**config.mk**
```make
export PLATFORM = sky130hd
export DESIGN_NAME = uart_tx_flat
export DESIGN_NICKNAME = d
export VERILOG_FILES = /design/src/rtl/uart_tx_if.sv /design/src/rtl/uart_tx.sv /design/src/flat_wrapper.sv
export SDC_FILE = /design/constraint.sdc
export NUM_CORES = 1
export LEC_CHECK = 0
export ABC_CLOCK_PERIOD_IN_PS = 3300
export BUFFER_PORTS_ARGS = -buffer_cell sky130_fd_sc_hd__clkbuf_2
export CAP_MARGIN = 20
export CORE_ASPECT_RATIO = 0.8
export CORE_MARGIN = 3
export CORE_UTILIZATION = 57
export DETAILED_ROUTE_END_ITERATION = 7
export GPL_TIMING_DRIVEN = 0
export MAX_ROUTING_LAYER = met4
export PLACE_DENSITY = 0.78
export SETUP_SLACK_MARGIN = 0.15
export SYNTH_ARGS = -nofsm -noshare
export SYNTH_HDL_FRONTEND = slang
export SYNTH_SLANG_ARGS = --single-unit
```
**constraint.sdc**
```tcl
create_clock -name uart_tx_clk -period 3.3 [get_ports uart_tx_clk]
set_input_delay 0.66 -clock uart_tx_clk [delete_from_list [all_inputs] [get_ports uart_tx_clk]]
set_output_delay 0.66 -clock uart_tx_clk [all_outputs]
set_load 0.02 [all_outputs]
```
**src/rtl/uart_tx_if.sv**
```systemverilog
// Byte-request and serial-status bundle between a UART transmitter and its feeder.
interface uart_tx_if #(
    parameter int DATA_WIDTH = 8,
    parameter int PRESCALE_W = 6
);
    logic [DATA_WIDTH-1:0] P_DATA;
    logic                  Data_Valid;
    logic                  PAR_EN;
    logic                  PAR_TYP;
    logic [PRESCALE_W-1:0] Prescale;
    logic                  TX_OUT;
    logic                  busy;
    logic                  frame_done;

    modport master (
        output P_DATA, Data_Valid, PAR_EN, PAR_TYP, Prescale,
        input  TX_OUT, busy, frame_done
    );

    modport slave (
        input  P_DATA, Data_Valid, PAR_EN, PAR_TYP, Prescale,
        output TX_OUT, busy, frame_done
    );
endinterface

```
**src/rtl/uart_tx.sv**
```systemverilog
// UART frame transmitter: start, LSB-first data, optional parity, stop; each bit lasts
// Prescale clock cycles. All outputs come straight from flops.
module uart_tx #(
    parameter int DATA_WIDTH = 8,
    parameter int PRESCALE_W = 6
) (
    input  logic     uart_tx_clk,
    input  logic     uart_tx_rst,
    uart_tx_if.slave tx_if
);
    localparam int BIT_W = (DATA_WIDTH > 1) ? $clog2(DATA_WIDTH) : 1;
    localparam logic [BIT_W-1:0]      LAST_BIT     = BIT_W'(DATA_WIDTH - 1);
    localparam logic [PRESCALE_W-1:0] MIN_PRESCALE = PRESCALE_W'(4);

    typedef enum logic [2:0] {IDLE, START, DATA, PARITY, STOP} state_t;

    state_t                state, state_nxt;
    logic [PRESCALE_W-1:0] edge_cnt, edge_cnt_nxt;
    logic [PRESCALE_W-1:0] prescale_q;
    logic [BIT_W-1:0]      bit_idx, bit_idx_nxt;
    logic [DATA_WIDTH-1:0] data_q;
    logic                  par_en_q;
    logic                  parity_q;
    logic                  tx_out_q, busy_q, frame_done_q;
    logic                  tx_nxt, frame_done_nxt;
    logic                  bit_end;
    logic                  accept;

    function automatic logic [PRESCALE_W-1:0] clamp_prescale(input logic [PRESCALE_W-1:0] p);
        return (p < MIN_PRESCALE) ? MIN_PRESCALE : p;
    endfunction

    function automatic logic calc_parity(input logic [DATA_WIDTH-1:0] d, input logic odd);
        return (^d) ^ odd;
    endfunction

    assign accept  = (state == IDLE) && tx_if.Data_Valid;
    assign bit_end = (edge_cnt == prescale_q - PRESCALE_W'(1));

    always_comb begin
        state_nxt    = state;
        edge_cnt_nxt = edge_cnt;
        bit_idx_nxt  = bit_idx;
        if (state == IDLE) begin
            edge_cnt_nxt = '0;
            bit_idx_nxt  = '0;
            if (tx_if.Data_Valid)
                state_nxt = START;
        end else if (!bit_end) begin
            edge_cnt_nxt = edge_cnt + PRESCALE_W'(1);
        end else begin
            edge_cnt_nxt = '0;
            case (state)
                START: begin
                    state_nxt   = DATA;
                    bit_idx_nxt = '0;
                end
                DATA: begin
                    if (bit_idx == LAST_BIT)
                        state_nxt = par_en_q ? PARITY : STOP;
                    else
                        bit_idx_nxt = bit_idx + BIT_W'(1);
                end
                PARITY:  state_nxt = STOP;
                default: state_nxt = IDLE;
            endcase
        end
    end

    // Line level and done pulse are decoded from the next state so they register cleanly.
    always_comb begin
        tx_nxt = 1'b1;
        case (state_nxt)
            START:   tx_nxt = 1'b0;
            DATA:    tx_nxt = data_q[bit_idx_nxt];
            PARITY:  tx_nxt = parity_q;
            default: tx_nxt = 1'b1;
        endcase
        frame_done_nxt = (state_nxt == STOP) && (edge_cnt_nxt == prescale_q - PRESCALE_W'(1));
    end

    always_ff @(posedge uart_tx_clk) begin
        if (uart_tx_rst) begin
            state        <= IDLE;
            edge_cnt     <= '0;
            bit_idx      <= '0;
            data_q       <= '0;
            par_en_q     <= 1'b0;
            parity_q     <= 1'b0;
            prescale_q   <= MIN_PRESCALE;
            tx_out_q     <= 1'b1;
            busy_q       <= 1'b0;
            frame_done_q <= 1'b0;
        end else begin
            state        <= state_nxt;
            edge_cnt     <= edge_cnt_nxt;
            bit_idx      <= bit_idx_nxt;
            tx_out_q     <= tx_nxt;
            busy_q       <= (state_nxt != IDLE);
            frame_done_q <= frame_done_nxt;
            if (accept) begin
                data_q     <= tx_if.P_DATA;
                par_en_q   <= tx_if.PAR_EN;
                parity_q   <= calc_parity(tx_if.P_DATA, tx_if.PAR_TYP);
                prescale_q <= clamp_prescale(tx_if.Prescale);
            end
        end
    end

    assign tx_if.TX_OUT     = tx_out_q;
    assign tx_if.busy       = busy_q;
    assign tx_if.frame_done = frame_done_q;
endmodule

```
**src/flat_wrapper.sv**
```systemverilog
// flat-port wrapper written by rule: the top's interface ports become plain ports
module uart_tx_flat 
#(
    parameter int DATA_WIDTH = 8,
    parameter int PRESCALE_W = 6
)
  (uart_tx_clk, uart_tx_rst, tx_if_P_DATA, tx_if_Data_Valid, tx_if_PAR_EN, tx_if_PAR_TYP, tx_if_Prescale, tx_if_TX_OUT, tx_if_busy, tx_if_frame_done);
  uart_tx_if #(.DATA_WIDTH(DATA_WIDTH), .PRESCALE_W(PRESCALE_W)) tx_if_i ();
  input  logic uart_tx_clk;
  input  logic uart_tx_rst;
  input wire logic [$bits(tx_if_i.P_DATA)-1:0] tx_if_P_DATA;
  input wire logic [$bits(tx_if_i.Data_Valid)-1:0] tx_if_Data_Valid;
  input wire logic [$bits(tx_if_i.PAR_EN)-1:0] tx_if_PAR_EN;
  input wire logic [$bits(tx_if_i.PAR_TYP)-1:0] tx_if_PAR_TYP;
  input wire logic [$bits(tx_if_i.Prescale)-1:0] tx_if_Prescale;
  output wire logic [$bits(tx_if_i.TX_OUT)-1:0] tx_if_TX_OUT;
  output wire logic [$bits(tx_if_i.busy)-1:0] tx_if_busy;
  output wire logic [$bits(tx_if_i.frame_done)-1:0] tx_if_frame_done;
  assign tx_if_i.P_DATA = tx_if_P_DATA;
  assign tx_if_i.Data_Valid = tx_if_Data_Valid;
  assign tx_if_i.PAR_EN = tx_if_PAR_EN;
  assign tx_if_i.PAR_TYP = tx_if_PAR_TYP;
  assign tx_if_i.Prescale = tx_if_Prescale;
  assign tx_if_TX_OUT = tx_if_i.TX_OUT;
  assign tx_if_busy = tx_if_i.busy;
  assign tx_if_frame_done = tx_if_i.frame_done;
  uart_tx #(.DATA_WIDTH(DATA_WIDTH), .PRESCALE_W(PRESCALE_W)) u_core (.uart_tx_clk(uart_tx_clk), .uart_tx_rst(uart_tx_rst), .tx_if(tx_if_i));
endmodule
```
== Word-level counts from Yosys, hierarchy flattened ==
Cells that the tools add are included.

* Flip-flop bits (word level): 31
* Latch bits: 0
* Bits in writable memories: 0
* Memory bits (read-only): 0
* Input port bits: 19
* Output and inout port bits: 3
* Word-level logic and storage cells: 47
* Memories: 0

* Add/subtract/negate cells: 3
* Multipliers: 0
* Div/mod/pow operators: 0
* $lt $le $gt $ge: 2
* Eq/ne operators: 10
* Shift operators: 0
* Multiplexer cells: 16
* Bitwise gates (word level): 1
* Reductions and logical operators: 5

{| class="wikitable"
|+ Operator list
! operator !! number
|-
| 3-bit two-way mux || 8
|-
| 6-bit two-way mux || 3
|-
| 3-bit by 2-bit equality test with 1-bit output (second input constant) || 4
|-
| 6-bit equality test || 2
|-
| 3-bit one-hot mux with 3 select lines || 1
|-
| 8-bit parity || 1
|-
| 6-bit by 1-bit adder with 6-bit output (second input constant) || 1
|-
| 3-bit by 1-bit equality test with 1-bit output (second input constant) || 2
|-
| 3-bit equality test (second input constant) || 2
|-
| 6-bit by 3-bit < comparator with 1-bit output (second input constant) || 1
|-
| 3-bit one-hot mux with 2 select lines || 1
|-
| 6-bit by 1-bit subtractor with 6-bit output (second input constant) || 1
|-
| 3-bit by 4-bit < comparator with 1-bit output (second input constant) || 1
|-
| 3-bit by 1-bit adder with 3-bit output (second input constant) || 1
|-
| 1-bit binary-select mux with 3-bit select || 1
|-
| 3-bit zero test || 1
|-
| 1-bit one-hot mux with 3 select lines || 1
|-
| 3-bit nonzero test || 1
|-
| 1-bit logical AND || 2
|-
| 1-bit two-way mux || 1
|-
| 1-bit XOR || 1
|}

== Logic depth before layout (Yosys ltp) ==
* Depth in word-level cells: 8
* Mapped depth: 11
* Mapped depth without buffers: 10

== Least setup slack after synthesis ==
Ideal clock, no wire load.

* Path type: register to register
* Start: register u_core.prescale_q[0]
* End: register u_core.tx_out_q (netlist: u_core.tx_if.TX_OUT)
* Setup time: 0.121 ns
* Arrival: 2.570 ns
* Required time: 3.179 ns
* Slack: 0.610 ns
* Cell stages (with the launch flop): 12
* Path buffers: 1
* Period minus slack after synthesis: 2.690 ns
* Cell sequence: dfxtp_1 > inv_1 > ha_1 > nor3b_1 > xor3_1 > or3_1 > buf_2 > o41ai_2 > o311ai_1 > nor4_1 > nand4bb_1 > a21oi_1

* Longest elaborated chain between the ends: 7
* Elaborated cells between the ends (all ways): 12
* Those cells by class: 1 x add/sub; 4 x eq/ne; 7 x mux

{| class="wikitable"
|+ Ends and longest elaborated chain
! item !! RTL line !! text
|-
| start: declaration || uart_tx.sv:19 || <nowiki>logic [PRESCALE_W-1:0] prescale_q;</nowiki>
|-
| start signal: assignment || uart_tx.sv:105 || <nowiki>prescale_q <= clamp_prescale(tx_if.Prescale);</nowiki>
|-
| 6-bit by 1-bit subtractor with 6-bit output (*) || uart_tx.sv:38 || <nowiki>assign bit_end = (edge_cnt == prescale_q - PRESCALE_W'(1));</nowiki>
|-
| 6-bit equality test (*) || uart_tx.sv:38 ||
|-
| 3-bit two-way mux || uart_tx.sv:49 || <nowiki>end else if (!bit_end) begin</nowiki>
|-
| 3-bit two-way mux || uart_tx.sv:44 || <nowiki>if (state == IDLE) begin</nowiki>
|-
| 1-bit binary-select mux with 3-bit select || uart_tx.sv:75 || <nowiki>DATA: tx_nxt = data_q[bit_idx_nxt];</nowiki>
|-
| 1-bit two-way mux (not written as such) || uart_tx.sv:75 ||
|-
| 1-bit one-hot mux with 3 select lines (*) || uart_tx.sv:73 || <nowiki>case (state_nxt)</nowiki>
|-
| end signal: assignment || uart_tx.sv:98 || <nowiki>tx_out_q <= tx_nxt;</nowiki>
|-
| end: declaration || uart_tx.sv:24 || <nowiki>logic tx_out_q, busy_q, frame_done_q;</nowiki>
|}

Every way passes the cells marked *; elsewhere a longest branch is shown, timed or not. The select of a mux whose other input is x is not followed.
A chain may end at the register's enable or synchronous reset.

== Worst setup path after layout ==
Same ends and word-level chain as after synthesis.

==> flow_summary.json <==
{
  "outcome": "finished, final reports clean",
  "worst_hold_path_type": "flop to flop",
  "final_common_cell": "nand2_1",
  "grt_start_max_net_pins": 12,
  "stdcell_area_um2": 2120,
  "pin_count": 22,
  "finalHoldViolCount": 0,
  "number_of_global_route_vias_before_repair": 1615,
  "final.setup_skew_ns": 0.00521,
  "finalWorstPathRequiredPeriod_ns": 2.97,
  "drt_first_pass_iters": 4,
  "yosysWarningCount": 0,
  "drtAntennaViolNets": 0,
  "first_iter_violations": 213,
  "antennaDiodeCount": 0,
  "number_of_standard_cells_after_synthesis": 227,
  "min_from": "u_core.data_q[1]",
  "ir_worst_vdd_uv": 371,
  "worst-slew-pin-transition_ns": 0.625,
  "cp-end-kind": "flop",
  "most-common-layout-cells": "nand2_1, dfxtp_1, a21oi_1, clkbuf_2, xnor2_1",
  "clock_latency_on_the_worst_skew_pair_ns": 0.29,
  "globalRouteMet1Util_pct": 32.8,
  "die-height_um": 56.8,
  "layoutNonFillerInstCount": 294,
  "finalWeightedCongestion": 0.892,
  "ctsHoldBuffers": 0,
  "crit_path_start_kind": "flop",
  "power.total_uw": 971,
  "crit_required_ns": 3.48,
  "fp.dieArea_um2": 3950,
  "area_of_the_core_um2": 2910,
  "finalCoreUtilization_pct": 72.7,
  "io_buffer_count": 21,
  "post-cts-setup-buffer-count": 0,
  "hpwlAfterDp_mm": 3.13,
  "cts-root-buf": "clkbuf_8",
  "grt_most_used_layer": "met2",
  "p_leak_nw": 0.791,
  "synth_cell_type_count": 45,
  "syn-cell-area_um2": 1840,
  "start_util_pct": 63.2,
  "post_drt_wl_per_cell_um": 14.4,
  "grt_usage_pct": 24.0,
  "post_route_cells_drive_above_1_share_pct": 15.6,
  "dieWidth_um": 69.5,
  "worst-path-max-fanout": 6,
  "clk_pin_slew_worst_paths_ns": 0.07,
  "initial_antenna_violation_count": 0,
  "r2r-start": "u_core.prescale_q[0]",
  "synth_sequential_area_ratio_pct": 33.7,
  "ys_seq_elements": 31,
  "critPathKind": "flop to flop",
  "report.final.slew_viol_count": 0,
  "met3_usage_pct": 5.90,
  "numClockSinks": 31,
  "whs_path_depth": 2,
  "grt.met2_usage_pct": 34.4,
  "slew-limit-headroom_pct": 58.2,
  "max_freq_mhz": 337,
  "overflow_left_after_global_routing": 0,
  "min_to": "u_core.data_q[1]",
  "setup_viol": 0,
  "cp.arrival_ns": 3.15,
  "layout.filler_cells": 247,
  "cts_tree": "yes",
  "finalCritPeriodShare_pct": 89.9,
  "dp_cells": 286,
  "synth_fp_nets": 249,
  "drt-vias-per-instance": 5.88,
  "final.setup.tns_ns": 0,
  "postPlaceCellArea_um2": 1990,
  "grt_first_pass_wirelength_mm": 7.36,
  "cts_buffer_depth": 2,
  "cts_made_buffers": 5,
  "route.vias.total": 1730,
  "power_per_cell_area_nw_per_um2": 459,
  "hold_slack_ns": 0.454,
  "critical_path.reg2reg.endpoint": "u_core.tx_if.TX_OUT",
  "setup_ws_ns": 0.332,
  "worst-r2r-setup-slack_ns": 0.33,
  "rsz0062_at_grt": "no",
  "drt_wl_total_mm": 4.23,
  "route.detailed.drc": 0,
  "dp_slack_ns": 0.278,
  "mean_post_synth_cell_area_um2": 8.11,
  "worst-r2r-cell-count": 11,
  "finalNetCount": 277,
  "syn2layout_area_growth_pct": 15.1,
  "std_cell_rows": 17,
  "maxCapViolCount": 0,
  "htree_levels": 2
}
-- Yosys cell counts --
library cell | instances | area share, %
nand2_1 | 38 | 7.8
dfxtp_1 | 31 | 34
a21oi_1 | 23 | 6.3
xnor2_1 | 14 | 6.7
inv_1 | 11 | 2.2
nor3_1 | 11 | 3.0
clkbuf_1 | 9 | 1.8
nor2_1 | 9 | 1.8
nand4_1 | 7 | 2.4
nor4_1 | 7 | 2.4
xor2_1 | 7 | 3.3
nand3_1 | 6 | 1.6
a31oi_1 | 5 | 1.7
nor3b_1 | 4 | 1.6
ha_1 | 3 | 2.0
a31o_2 | 2 | 0.95
and3_1 | 2 | 0.68
and4_1 | 2 | 0.95
buf_2 | 2 | 0.54
nand2b_1 | 2 | 0.68
o21a_1 | 2 | 0.82
o21ai_1 | 2 | 0.54
o22ai_1 | 2 | 0.68
o41ai_2 | 2 | 1.8
or3_1 | 2 | 0.68
xnor3_1 | 2 | 2.4
xor3_1 | 2 | 2.6
a211oi_1 | 1 | 0.41
a221oi_1 | 1 | 0.48
a22oi_1 | 1 | 0.41
and2_1 | 1 | 0.34
buf_1 | 1 | 0.20
mux2_2 | 1 | 0.61
nand4bb_1 | 1 | 0.61
nor2b_1 | 1 | 0.34
nor3_2 | 1 | 0.54
nor3b_2 | 1 | 0.68
o2111a_1 | 1 | 0.61
o21ai_0 | 1 | 0.27
o21bai_1 | 1 | 0.41
o311ai_0 | 1 | 0.48
o311ai_1 | 1 | 0.48
o31a_1 | 1 | 0.48
o32a_1 | 1 | 0.54
or4_1 | 1 | 0.41
-- flip-flops by register name (all words and copies together) (netlist names) --
signal	cells
u_core.state	3
u_core.edge_cnt	6
u_core.data_q	8
u_core.tx_if.TX_OUT	1
u_core.tx_if.busy	1
u_core.bit_idx	3
u_core.parity_q	1
u_core.tx_if.frame_done	1
u_core.par_en_q	1
u_core.prescale_q	6
-- kinds of logic (layout without fill, tap and decap cells) --
logic type | Yosys count | after routing | share of synthesized area, %
AND/OR/NAND/NOR | 96 | 96 | 26.5
AO/OA/AOI/OAI | 48 | 48 | 17.3
flip-flops | 31 | 31 | 33.7
XOR/XNOR | 25 | 25 | 15.0
buffers and inverters | 23 | 52 | 4.83
adder cells (fa/ha/maj) | 3 | 3 | 2.04
multiplexers | 1 | 1 | 0.612
-- how the worst max path moves through the flow --
stage                               from             endpoint  slack [ns]  cells after the start
finish              u_core.prescale_q[0]  u_core.tx_if.TX_OUT        0.33                     11
global route        u_core.prescale_q[0]  u_core.tx_if.TX_OUT        0.11                     11
CTS                 u_core.prescale_q[0]  u_core.tx_if.TX_OUT        0.26                     11
detailed placement  u_core.prescale_q[0]  u_core.tx_if.TX_OUT        0.28                     11
global placement    u_core.prescale_q[0]  u_core.tx_if.TX_OUT        0.31                     10
floorplan           u_core.prescale_q[0]  u_core.tx_if.TX_OUT        0.61                     11
-- what timing repair did --
action | in CTS | in global routing
endpoints found under the setup margin | 0 | 2
hold endpoints to repair | 0 | 0
gates resized for setup | 0 | 2
-- routing by layer --
metal | up-vias | wire, um
met2 | 62 | 1790
li1 | 871 | -
met5 | - | 0
met4 | 0 | 73
met3 | 8 | 321
met1 | 789 | 2040
-- power breakdown --
group | switching (mW) | internal, mW | leakage (nW)
logic | 0.105 | 0.0782 | 0.480
clock network | 0.153 | 0.225 | 0.0581
registers | 0.0166 | 0.393 | 0.253
total | 0.275 | 0.696 | 0.791
-- worst max-delay path, stage by stage (launching register included) --
cell and delay, ns:
dfxtp_1 0.47, inv_1 0.10, ha_1 0.27, xnor3_1 0.29, nand3_1 0.12, or3_1 0.35
buf_2 0.18, o41ai_2 0.32, o311ai_2 0.24, nor4_1 0.28, nand4bb_1 0.16, a21oi_1 0.07
-- layout make-up --
type                            count  area, um2  share of cell area (%)
Clock buffer                        5       68.8                    3.25
Clock inverter                      3       43.8                    2.07
Buffer                             12       47.5                    2.24
Tap cell                           38       47.5                    2.24
Sequential cell                    31        621                    29.3
Timing Repair Buffer               21        105                    4.96
Inverter                           11       41.3                    1.95
Multi-Input combinational cell    173       1140                    54.0
Note: power is estimated with default switching activity, not from simulation.
